==> src/rtl/demux_pkg.sv <==
// Shared definitions for the 1-to-4 stream demultiplexer: channel count,
// default payload width and the channel-select type.
package demux_pkg;

    localparam int NUM_CH     = 4;
    localparam int DATA_W_DEF = 8;

    typedef logic [1:0] ch_sel_t;

endpackage : demux_pkg

==> src/rtl/chan_fifo.sv <==
// Single-channel FIFO with occupancy count; head entry reads as zero when empty.
// Push into a full FIFO and pop from an empty FIFO are ignored.
module chan_fifo #(
    parameter int DATA_W = 8,
    parameter int DEPTH  = 2
) (
    input  logic                     clk,
    input  logic                     rst,
    input  logic                     push,
    input  logic                     pop,
    input  logic [DATA_W-1:0]        wdata,
    output logic [DATA_W-1:0]        rdata,
    output logic [$clog2(DEPTH):0]   count,
    output logic                     empty,
    output logic                     full
);

    localparam int AW = $clog2(DEPTH);
    localparam int CW = AW + 1;

    logic [DATA_W-1:0] mem_r [DEPTH];
    logic [AW-1:0]     wr_ptr_r;
    logic [AW-1:0]     rd_ptr_r;
    logic [CW-1:0]     count_r;
    logic              push_ok_s;
    logic              pop_ok_s;
    logic [DATA_W-1:0] head_s;

    assign empty     = (count_r == CW'(0));
    assign full      = (count_r == CW'(DEPTH));
    assign push_ok_s = push && !full;
    assign pop_ok_s  = pop && !empty;
    assign count     = count_r;
    assign rdata     = head_s;

    // Pointer and occupancy state; pointers wrap naturally since DEPTH is a power of 2.
    always_ff @(posedge clk) begin
        if (rst) begin
            wr_ptr_r <= AW'(0);
            rd_ptr_r <= AW'(0);
            count_r  <= CW'(0);
        end else begin
            if (push_ok_s) begin
                wr_ptr_r <= wr_ptr_r + AW'(1);
            end
            if (pop_ok_s) begin
                rd_ptr_r <= rd_ptr_r + AW'(1);
            end
            case ({push_ok_s, pop_ok_s})
                2'b10:   count_r <= count_r + CW'(1);
                2'b01:   count_r <= count_r - CW'(1);
                default: count_r <= count_r;
            endcase
        end
    end

    // Storage array; contents need no reset because the count gates visibility.
    always_ff @(posedge clk) begin
        if (push_ok_s) begin
            mem_r[wr_ptr_r] <= wdata;
        end
    end

    // Head entry, forced to zero while the channel holds nothing.
    always_comb begin
        head_s = {DATA_W{1'b0}};
        if (empty) begin
            head_s = {DATA_W{1'b0}};
        end else begin
            head_s = mem_r[rd_ptr_r];
        end
    end

endmodule : chan_fifo

==> src/rtl/demux1to4_stream.sv <==
// Routes one input stream to four independently back-pressured output channels,
// each buffered by its own chan_fifo.
module demux1to4_stream
    import demux_pkg::*;
#(
    parameter int DATA_W = DATA_W_DEF,
    parameter int DEPTH  = 2
) (
    input  logic              clk,
    input  logic              rst,
    input  logic [DATA_W-1:0] in_data,
    input  ch_sel_t           in_sel,
    input  logic              in_valid,
    output logic              in_ready,
    output logic [DATA_W-1:0] out_data0,
    output logic [DATA_W-1:0] out_data1,
    output logic [DATA_W-1:0] out_data2,
    output logic [DATA_W-1:0] out_data3,
    output logic [3:0]        out_valid,
    input  logic [3:0]        out_ready,
    output logic              busy
);

    localparam int CW = $clog2(DEPTH) + 1;

    logic [NUM_CH-1:0] push_s;
    logic [NUM_CH-1:0] empty_s;
    logic [NUM_CH-1:0] full_s;
    logic [CW-1:0]     count_s [NUM_CH];
    logic [DATA_W-1:0] data_s  [NUM_CH];

    for (genvar ch = 0; ch < NUM_CH; ch++) begin : g_ch
        assign push_s[ch] = in_valid && (in_sel == ch_sel_t'(ch)) && !full_s[ch];

        chan_fifo #(
            .DATA_W (DATA_W),
            .DEPTH  (DEPTH)
        ) u_fifo (
            .clk   (clk),
            .rst   (rst),
            .push  (push_s[ch]),
            .pop   (out_ready[ch]),
            .wdata (in_data),
            .rdata (data_s[ch]),
            .count (count_s[ch]),
            .empty (empty_s[ch]),
            .full  (full_s[ch])
        );
    end

    // Readiness depends only on the selected channel's registered count, never on out_ready.
    assign in_ready  = (count_s[in_sel] < CW'(DEPTH));
    assign out_valid = ~empty_s;
    assign busy      = |out_valid;
    assign out_data0 = data_s[0];
    assign out_data1 = data_s[1];
    assign out_data2 = data_s[2];
    assign out_data3 = data_s[3];

endmodule : demux1to4_stream

==> config.mk <==
export PLATFORM = sky130hd
export DESIGN_NAME = demux1to4_stream
export DESIGN_NICKNAME = d
export VERILOG_FILES = /design/src/rtl/demux_pkg.sv /design/src/rtl/chan_fifo.sv /design/src/rtl/demux1to4_stream.sv
export SDC_FILE = /design/constraint.sdc
export NUM_CORES = 1
export LEC_CHECK = 0
export ABC_AREA = 0
export BUFFER_PORTS_ARGS = -buffer_cell sky130_fd_sc_hd__buf_2
export CELL_PAD_IN_SITES_DETAIL_PLACEMENT = 0
export CELL_PAD_IN_SITES_GLOBAL_PLACEMENT = 1
export CORE_ASPECT_RATIO = 0.9
export CORE_MARGIN = 4
export CORE_UTILIZATION = 25
export DETAILED_ROUTE_END_ITERATION = 8
export GPL_ROUTABILITY_DRIVEN = 1
export PLACE_DENSITY = 0.61
export SYNTH_ARGS = -nofsm -noshare
export SYNTH_HDL_FRONTEND = slang
export SYNTH_HIERARCHICAL = 1
export SYNTH_SLANG_ARGS = --single-unit
==> constraint.sdc <==
create_clock -name clk -period 1.9 [get_ports clk]
set_input_delay 0.19 -clock clk [delete_from_list [all_inputs] [get_ports clk]]
set_output_delay 0.19 -clock clk [all_outputs]
set_load 0.005 [all_outputs]
==> results of run 1 <==
==> placed cells by master (no fill, tap or decap), types with 2 or more instances in the layout <==
cell,synthesis,routed
nor2_1,48,48
inv_2,4,7
nand2b_1,4,2
xnor2_1,4,4
and3_1,4,4
nand2_1,5,5
mux2i_1,32,32
clkbuf_1,0,4
buf_2,4,54
nand2b_4,0,2
xor2_1,8,8
inv_1,17,13
o21ai_0,12,12
dfxtp_1,20,20
clkbuf_16,0,9
clkinv_2,0,2
ha_1,4,3
or3_1,8,8
buf_4,0,14
edfxtp_1,64,64
a21oi_1,8,8
==> stage by stage <==
stage / total power [mW] / cells / hold WS [ps]
final: 4.77 / 496 / 170
after global routing: 5.07 / 496 / 178
after CTS: 4.82 / 496 / 169
after detailed placement: 3.31 / 480 / 485
after global placement: 3.29 / 480 / 469
after floorplan: 2.79 / 252 / 259
==> power by group through the flow <==
stage               Combinational [mW]  Sequential [mW]  Clock (mW)
CTS                               1.08             2.20        1.54
global placement                  1.05             2.24           0
detailed placement                1.07             2.24           0
global route                      1.21             2.22        1.64
finish                            1.07             2.20        1.50
floorplan                        0.602             2.19           0
==> registers in the layout, indices dropped and copies added, names as in the netlist, named ones only <==
register / count
g_ch.u_fifo/wr_ptr_r: 4
g_ch.u_fifo/mem_r: 64
g_ch.u_fifo/rd_ptr_r: 4
g_ch.u_fifo/count: 8
==> final cells by class <==
type	count	area, µm²
Clock inverter	3	13.8
Inverter	21	82.6
Fill cell	1300	8700
Multi-Input combinational cell	143	993
Sequential cell	84	2320
Clock buffer	13	240
Tap cell	164	205
Timing Repair Buffer	68	375
==> what timing repair did <==
| action | 4_1_cts | 5_1_grt |
|---|---|---|
| setup endpoints to repair | 26 | 36 |
| pin swaps | 0 | 1 |
| resized for setup | 5 | 7 |
==> cells by family after synthesis <==
group | Yosys count | share of synthesized area
multiplexers | 33 | 0.102
XOR/XNOR | 12 | 0.0313
adder cells (fa/ha/maj) | 4 | 0.0149
buffers and inverters | 25 | 0.0295
AO/OA/AOI/OAI | 20 | 0.0298
flip-flops | 84 | 0.692
AND/OR/NAND/NOR | 74 | 0.100
==> routing by layer <==
metal | wire length [µm] | global-route usage | up-vias
met1 | 3350 | 0.128 | 974
met3 | 424 | 0.0327 | 7
met5 | 0 | 0 | -
li1 | - | - | 1038
met4 | 75 | 0.0292 | 0
met2 | 3250 | 0.145 | 46
==> worst max-delay path: cells and delay by family, from the launching register on <==
| family | cells | cell delay, ps |
|---|---|---|
| compound gates | 1 | 140 |
| fa+ha+maj | 1 | 310 |
| buf+inv | 1 | 50 |
| flops | 1 | 330 |
| simple gates | 4 | 920 |
==> path summary, 6_finish.rpt <==
path / to / slack [ps] / depth (start not counted)
max: g_ch[2].u_fifo/count[1]$_SDFFE_PP0P_ / 100 / 7
min: g_ch[2].u_fifo/mem_r[0][1]$_DFFE_PP_ / 170 / 1
max reg2reg: g_ch[2].u_fifo/count[1]$_SDFFE_PP0P_ / 100 / 7
min reg2reg: g_ch[3].u_fifo/wr_ptr_r$_SDFFE_PP0N_ / 490 / 2
==> qor.yml, run 1 <==
setup_path:
  critPathMaxFanout: 3
  required_ps: 2160
  r2r_start: "g_ch[2].u_fifo/count[0]$_SDFFE_PP0P_"
  critPathMaxStageDelay_ps: 370
  slowest_stage: "or3_1"
  path_class: "reg2reg"
  crit_arrival_ps: 2070
  start_kind: "flop"
  critPathLaunch: "g_ch[2].u_fifo/count[0]$_SDFFE_PP0P_"
  critPathCaptureType: "flop"
  crit_chain: "nand2b_4, inv_2, nor4bb_4, nand2_1, ha_1, or3_1, a21oi_1"
synthesis:
  yosys_warnings: 6
  post_synth.cell_area_avg_um2: 13.3
  synthDistinctLibCells: 22
  synth-edff-count: 64
  synth.yosys.seq_area_share: 0.692
  synth_area_um2: 3360
  synthArstFlopShare: 0
  ys_ff_latch: 84
  synth_top_area_frac: 0.573
  syn_nets: 273
  synth_top_area_cell: "edfxtp_1"
  synth_most_common_cell: "edfxtp_1"
  ys_top_cells_by_area: "edfxtp_1 57%, dfxtp_1 12%, mux2i_1 9.5%, nor2_1 5.4%, xor2_1 2.1%"
  synth_cells: 252
  synth_common_cells: "64 x edfxtp_1, 48 x nor2_1, 32 x mux2i_1"
  synth-main-ff-cell: "edfxtp_1"
finish:
  final_util: 0.327
  diodes: 0
  area_growth_pct: 26.1
  final_cell_area_um2: 4230
  nets: 348
  drive_gt1_frac: 0.286
route:
  vias: 2065
  drtIter0Drc: 165
  drtPass1Iterations: 4
  ant_nets: 0
  via_per_inst: 4.16
  wirelength_um: 7100
  wl_per_cell_um: 14.3
  drcViolationCount: 0
flow_run:
  maxCapViolations: 0
global_route:
  antenna_found_initial: 0
  grt.total_usage: 0.0953
  grt_pass1_wl_um: 11000
  grt_max_degree: 21
  gr-total-overflow: 0
  grt_pass1_vias: 2073
floorplan:
  ioPinCount: 55
  die_area_um2: 15300
  die-width_um: 130
  rows: 39
  die_h_um: 118
  coreArea_um2: 12900
  start_util: 0.260
power:
  swShare: 0.268
  combPwrFrac: 0.224
  max-vdd-ir-drop_mv: 0.528
  p_seq_frac: 0.462
  p_sw_mw: 1.28
  power.leakage_nw: 1.64
  powerDensity_nw_per_um2: 1130
  p_int_mw: 3.49
  p_clk_frac: 0.315
place:
  hpwl_um: 5270
  placed_area_um2: 3920
  place_ws_ps: -113
  portBuffers: 54
  routabilityCongestion: 0.705
min_path:
  hold_start: "in_data[1]"
  hold_path.class: "in2reg"
cts:
  clkTransAtPathRegs_ps: 60
  post-cts-setup-buffer-count: 0
  root_buffer: "clkbuf_16"
  cts_tree: "done"
  insertion_delay_ps: 330
  cts_buffers: 9
  cts_hold_buf: 0
  h-tree-depth: 3
  clockBufferDepth: 2
  cts_sinks: 84
status:
  outcome: "finished, final reports clean"
sta:
  slew_violations: 0
  finClkSkew_ps: 3.85
  min_period_ps: 1800
  tightest_slew_ps: 474
  finalHoldViolCount: 0
  period_share: 0.949
  fmax_mhz: 555
  worst_slack_ps: 97.1
  relSlewSlack: 0.684
  setup_viol: 0
  setup_tns_ps: 0
(Power assumes the default switching activity.)
==> run 2: changes to the inputs <==
--- a/config.mk
+++ b/config.mk
@@ -15,6 +15,7 @@
 export DETAILED_ROUTE_END_ITERATION = 8
 export GPL_ROUTABILITY_DRIVEN = 1
 export PLACE_DENSITY = 0.61
+export SETUP_SLACK_MARGIN = 0.3
 export SYNTH_ARGS = -nofsm -noshare
 export SYNTH_HDL_FRONTEND = slang
 export SYNTH_HIERARCHICAL = 1
==> run 2 against run 1 <==
Via count rose by 1.8%. Count of clock-buffer cells in the layout shrank 3. Power increased by 2.6%. Register-to-register slack better by 30 ps. Sequential share of layout area down 2.1 points. Critical endpoint unchanged. Clock skew barely moved. Combinational power is 8% higher. Cell count rose by 0.60%. Sequential power rose by 2%. Maximum frequency grew 1.8%.
==> qor.yml, run 2 (synthesis results as in run 1) <==
floorplan:
  die_area_um2: 15300  # unchanged
  rows: 39  # unchanged
  ioPinCount: 55  # unchanged
  die_h_um: 118  # unchanged
  die-width_um: 130  # unchanged
  start_util: 0.260  # unchanged
  coreArea_um2: 12900  # unchanged
setup_path:
  reg2reg_slack_ps: 130  # was 100 ps
  r2r_cells: 8  # was 7
  critPathMaxFanout: 3  # unchanged
  crit_chain: "nand2b_4, inv_4, nor4bb_4, nand2_1, ha_4, xnor2_2, or3_1, a21oi_2"  # was nand2b_4, inv_2, nor4bb_4, nand2_1, ha_1, or3_1, a21oi_1
  slowest_stage: "dfxtp_4"  # was or3_1
  path_class: "reg2reg"  # unchanged
  r2r_start: "g_ch[2].u_fifo/count[0]$_SDFFE_PP0P_"  # unchanged
  setup.worst_path.end: "g_ch[2].u_fifo/count[1]$_SDFFE_PP0P_"  # unchanged
  crit_arrival_ps: 2030  # was 2070 ps
  critPathMaxStageDelay_ps: 340  # was 370 ps
  critPathBufInv: 1  # unchanged
  critPathLaunch: "g_ch[2].u_fifo/count[0]$_SDFFE_PP0P_"  # unchanged
  r2r_end: "g_ch[2].u_fifo/count[1]$_SDFFE_PP0P_"  # unchanged
  start_kind: "flop"  # unchanged
  cp_top_family: "simple AND/OR/NAND/NOR gates"  # unchanged
  required_ps: 2160  # about the same
  critPathCaptureType: "flop"  # unchanged
  cp.depth: 8  # was 7
sta:
  setup_viol: 0  # unchanged
  finalHoldViolCount: 0  # unchanged
  tightest_slew_ps: 454  # was 474 ps
  fmax_mhz: 565  # was 555 MHz
  rsz0062_at_grt: "yes"
  setup_tns_ps: 0  # unchanged
  period_share: 0.932  # was 0.949
  hold-worst-slack_ps: 183  # was 170 ps
  finClkSkew_ps: 4.28  # was 3.85 ps
  min_period_ps: 1770  # was 1800 ps
  relSlewSlack: 0.697  # was 0.684
  slew_violations: 0  # unchanged
global_route:
  grt_pass1_wl_um: 11300  # was 11,000 µm
  gr-total-overflow: 0  # unchanged
  grt.total_usage: 0.0985  # was 0.0953
  antenna_found_initial: 0  # unchanged
  grt_pass1_vias: 2209  # was 2,073
  grt_max_degree: 21  # unchanged
route:
  met2WireLength_um: 3670  # was 3250 µm
  drcViolationCount: 0  # unchanged
  met1_length_um: 2940  # was 3350 µm
  ant_nets: 0  # unchanged
  via_per_inst: 4.21  # was 4.16
  met3_length_um: 363  # was 424 µm
  top_layer_used: "met4"  # unchanged
  drtPass1Iterations: 4  # unchanged
  vias: 2102  # was 2,065
  wirelength_um: 7120  # was 7100 µm
  wl_per_cell_um: 14.3  # about the same
  drtIter0Drc: 104  # was 165
place:
  portBuffers: 54  # unchanged
  routabilityCongestion: 0.747  # was 0.705
  dp.cells: 470  # was 480
  hpwl_um: 5140  # was 5270 µm
  placed_area_um2: 3970  # was 3920 µm²
finish:
  area_growth_pct: 32.6  # was 26.1%
  diodes: 0  # unchanged
  layout_common_cells: "64 x edfxtp_1, 54 x buf_2, 45 x nor2_1"  # was 64 x edfxtp_1, 54 x buf_2, 48 x nor2_1
  fin_cells: 499  # was 496
  final_common_cell: "edfxtp_1"  # unchanged
  final_cell_area_um2: 4450  # was 4230 µm²
  drive_gt1_frac: 0.388  # was 0.286
  largest_register: "g_ch.u_fifo/mem_r"  # unchanged
  final_util: 0.344  # was 0.327
  largest_register_ffs: 64  # unchanged
  nets: 351  # was 348
cts:
  cts_buffers: 9  # unchanged
  root_buffer: "clkbuf_16"  # unchanged
  h-tree-depth: 3  # unchanged
  clockBufferDepth: 2  # unchanged
  cts_hold_buf: 0  # unchanged
  cts_tree: "done"  # unchanged
  cts_sinks: 84  # unchanged
  insertion_delay_ps: 320  # was 330 ps
  clkTransAtPathRegs_ps: 60  # about the same
min_path:
  hold_start: "in_data[0]"  # was in_data[1]
  hold_path.class: "in2reg"  # unchanged
power:
  combPwrFrac: 0.238  # was 0.224
  p_seq_frac: 0.460  # was 0.462
  swShare: 0.269  # was 0.268
  powerDensity_nw_per_um2: 1100  # was 1130 nW/µm²
  p_sw_mw: 1.32  # was 1.28 mW
  p_int_mw: 3.58  # was 3.49 mW
  p_clk_frac: 0.303  # was 0.315
  power.leakage_nw: 1.69  # was 1.64 nW
  max-vdd-ir-drop_mv: 0.548  # was 0.528 mV
flow_run:
  maxCapViolations: 0  # unchanged
status:
  outcome: "finished, final reports clean"  # unchanged
-- run 2: worst min-delay path by stage --
| stage | end | depth (start not counted) |
|---|---|---|
| after CTS | g_ch[0].u_fifo/mem_r[0][0]$_DFFE_PP_ | 1 |
| after global placement | g_ch[3].u_fifo/wr_ptr_r$_SDFFE_PP0N_ | 2 |
| after detailed placement | g_ch[2].u_fifo/wr_ptr_r$_SDFFE_PP0P_ | 2 |
| final | g_ch[0].u_fifo/mem_r[0][0]$_DFFE_PP_ | 1 |
| after floorplan | g_ch[0].u_fifo/count[0]$_SDFFE_PP0P_ | 1 |
| after global routing | g_ch[2].u_fifo/mem_r[1][0]$_DFFE_PP_ | 1 |
-- run 2: layout make-up --
type	instances	area (µm²)
tap	164	205
timing repair buffer	71	409
clock inverter	6	31.3
clock buffer	10	229
fill	1274	8480
multi-input combinational	143	1120
sequential	84	2350
inverter	21	114
-- run 2: metrics by stage --
step	worst slack, ps	power [mW]
6_report	129	4.89
5_1_grt	31.7	5.21
4_1_cts	105	4.90
3_5_place_dp	75.7	3.33
3_3_place_gp	141	3.31
2_1_floorplan	215	2.87
-- run 2: layer usage --
metal	up-vias	GRT usage
met5	-	0
met4	0	0.0364
met3	11	0.0327
met2	45	0.169
met1	999	0.113
li1	1047	-
-- run 2: timing repair --
action	4_1_cts	5_1_grt
pin swaps	17	11
gates resized for setup	27	19
setup endpoints to repair	74	85
setup buffers	6	7
-- run 2: power groups by stage --
stage / Clock (mW) / Combinational (mW) / Sequential, mW
after floorplan: 0 / 0.665 / 2.20
after global placement: 0 / 1.02 / 2.29
after detailed placement: 0 / 1.03 / 2.29
after CTS: 1.53 / 1.12 / 2.25
after global routing: 1.63 / 1.31 / 2.27
final: 1.48 / 1.16 / 2.25
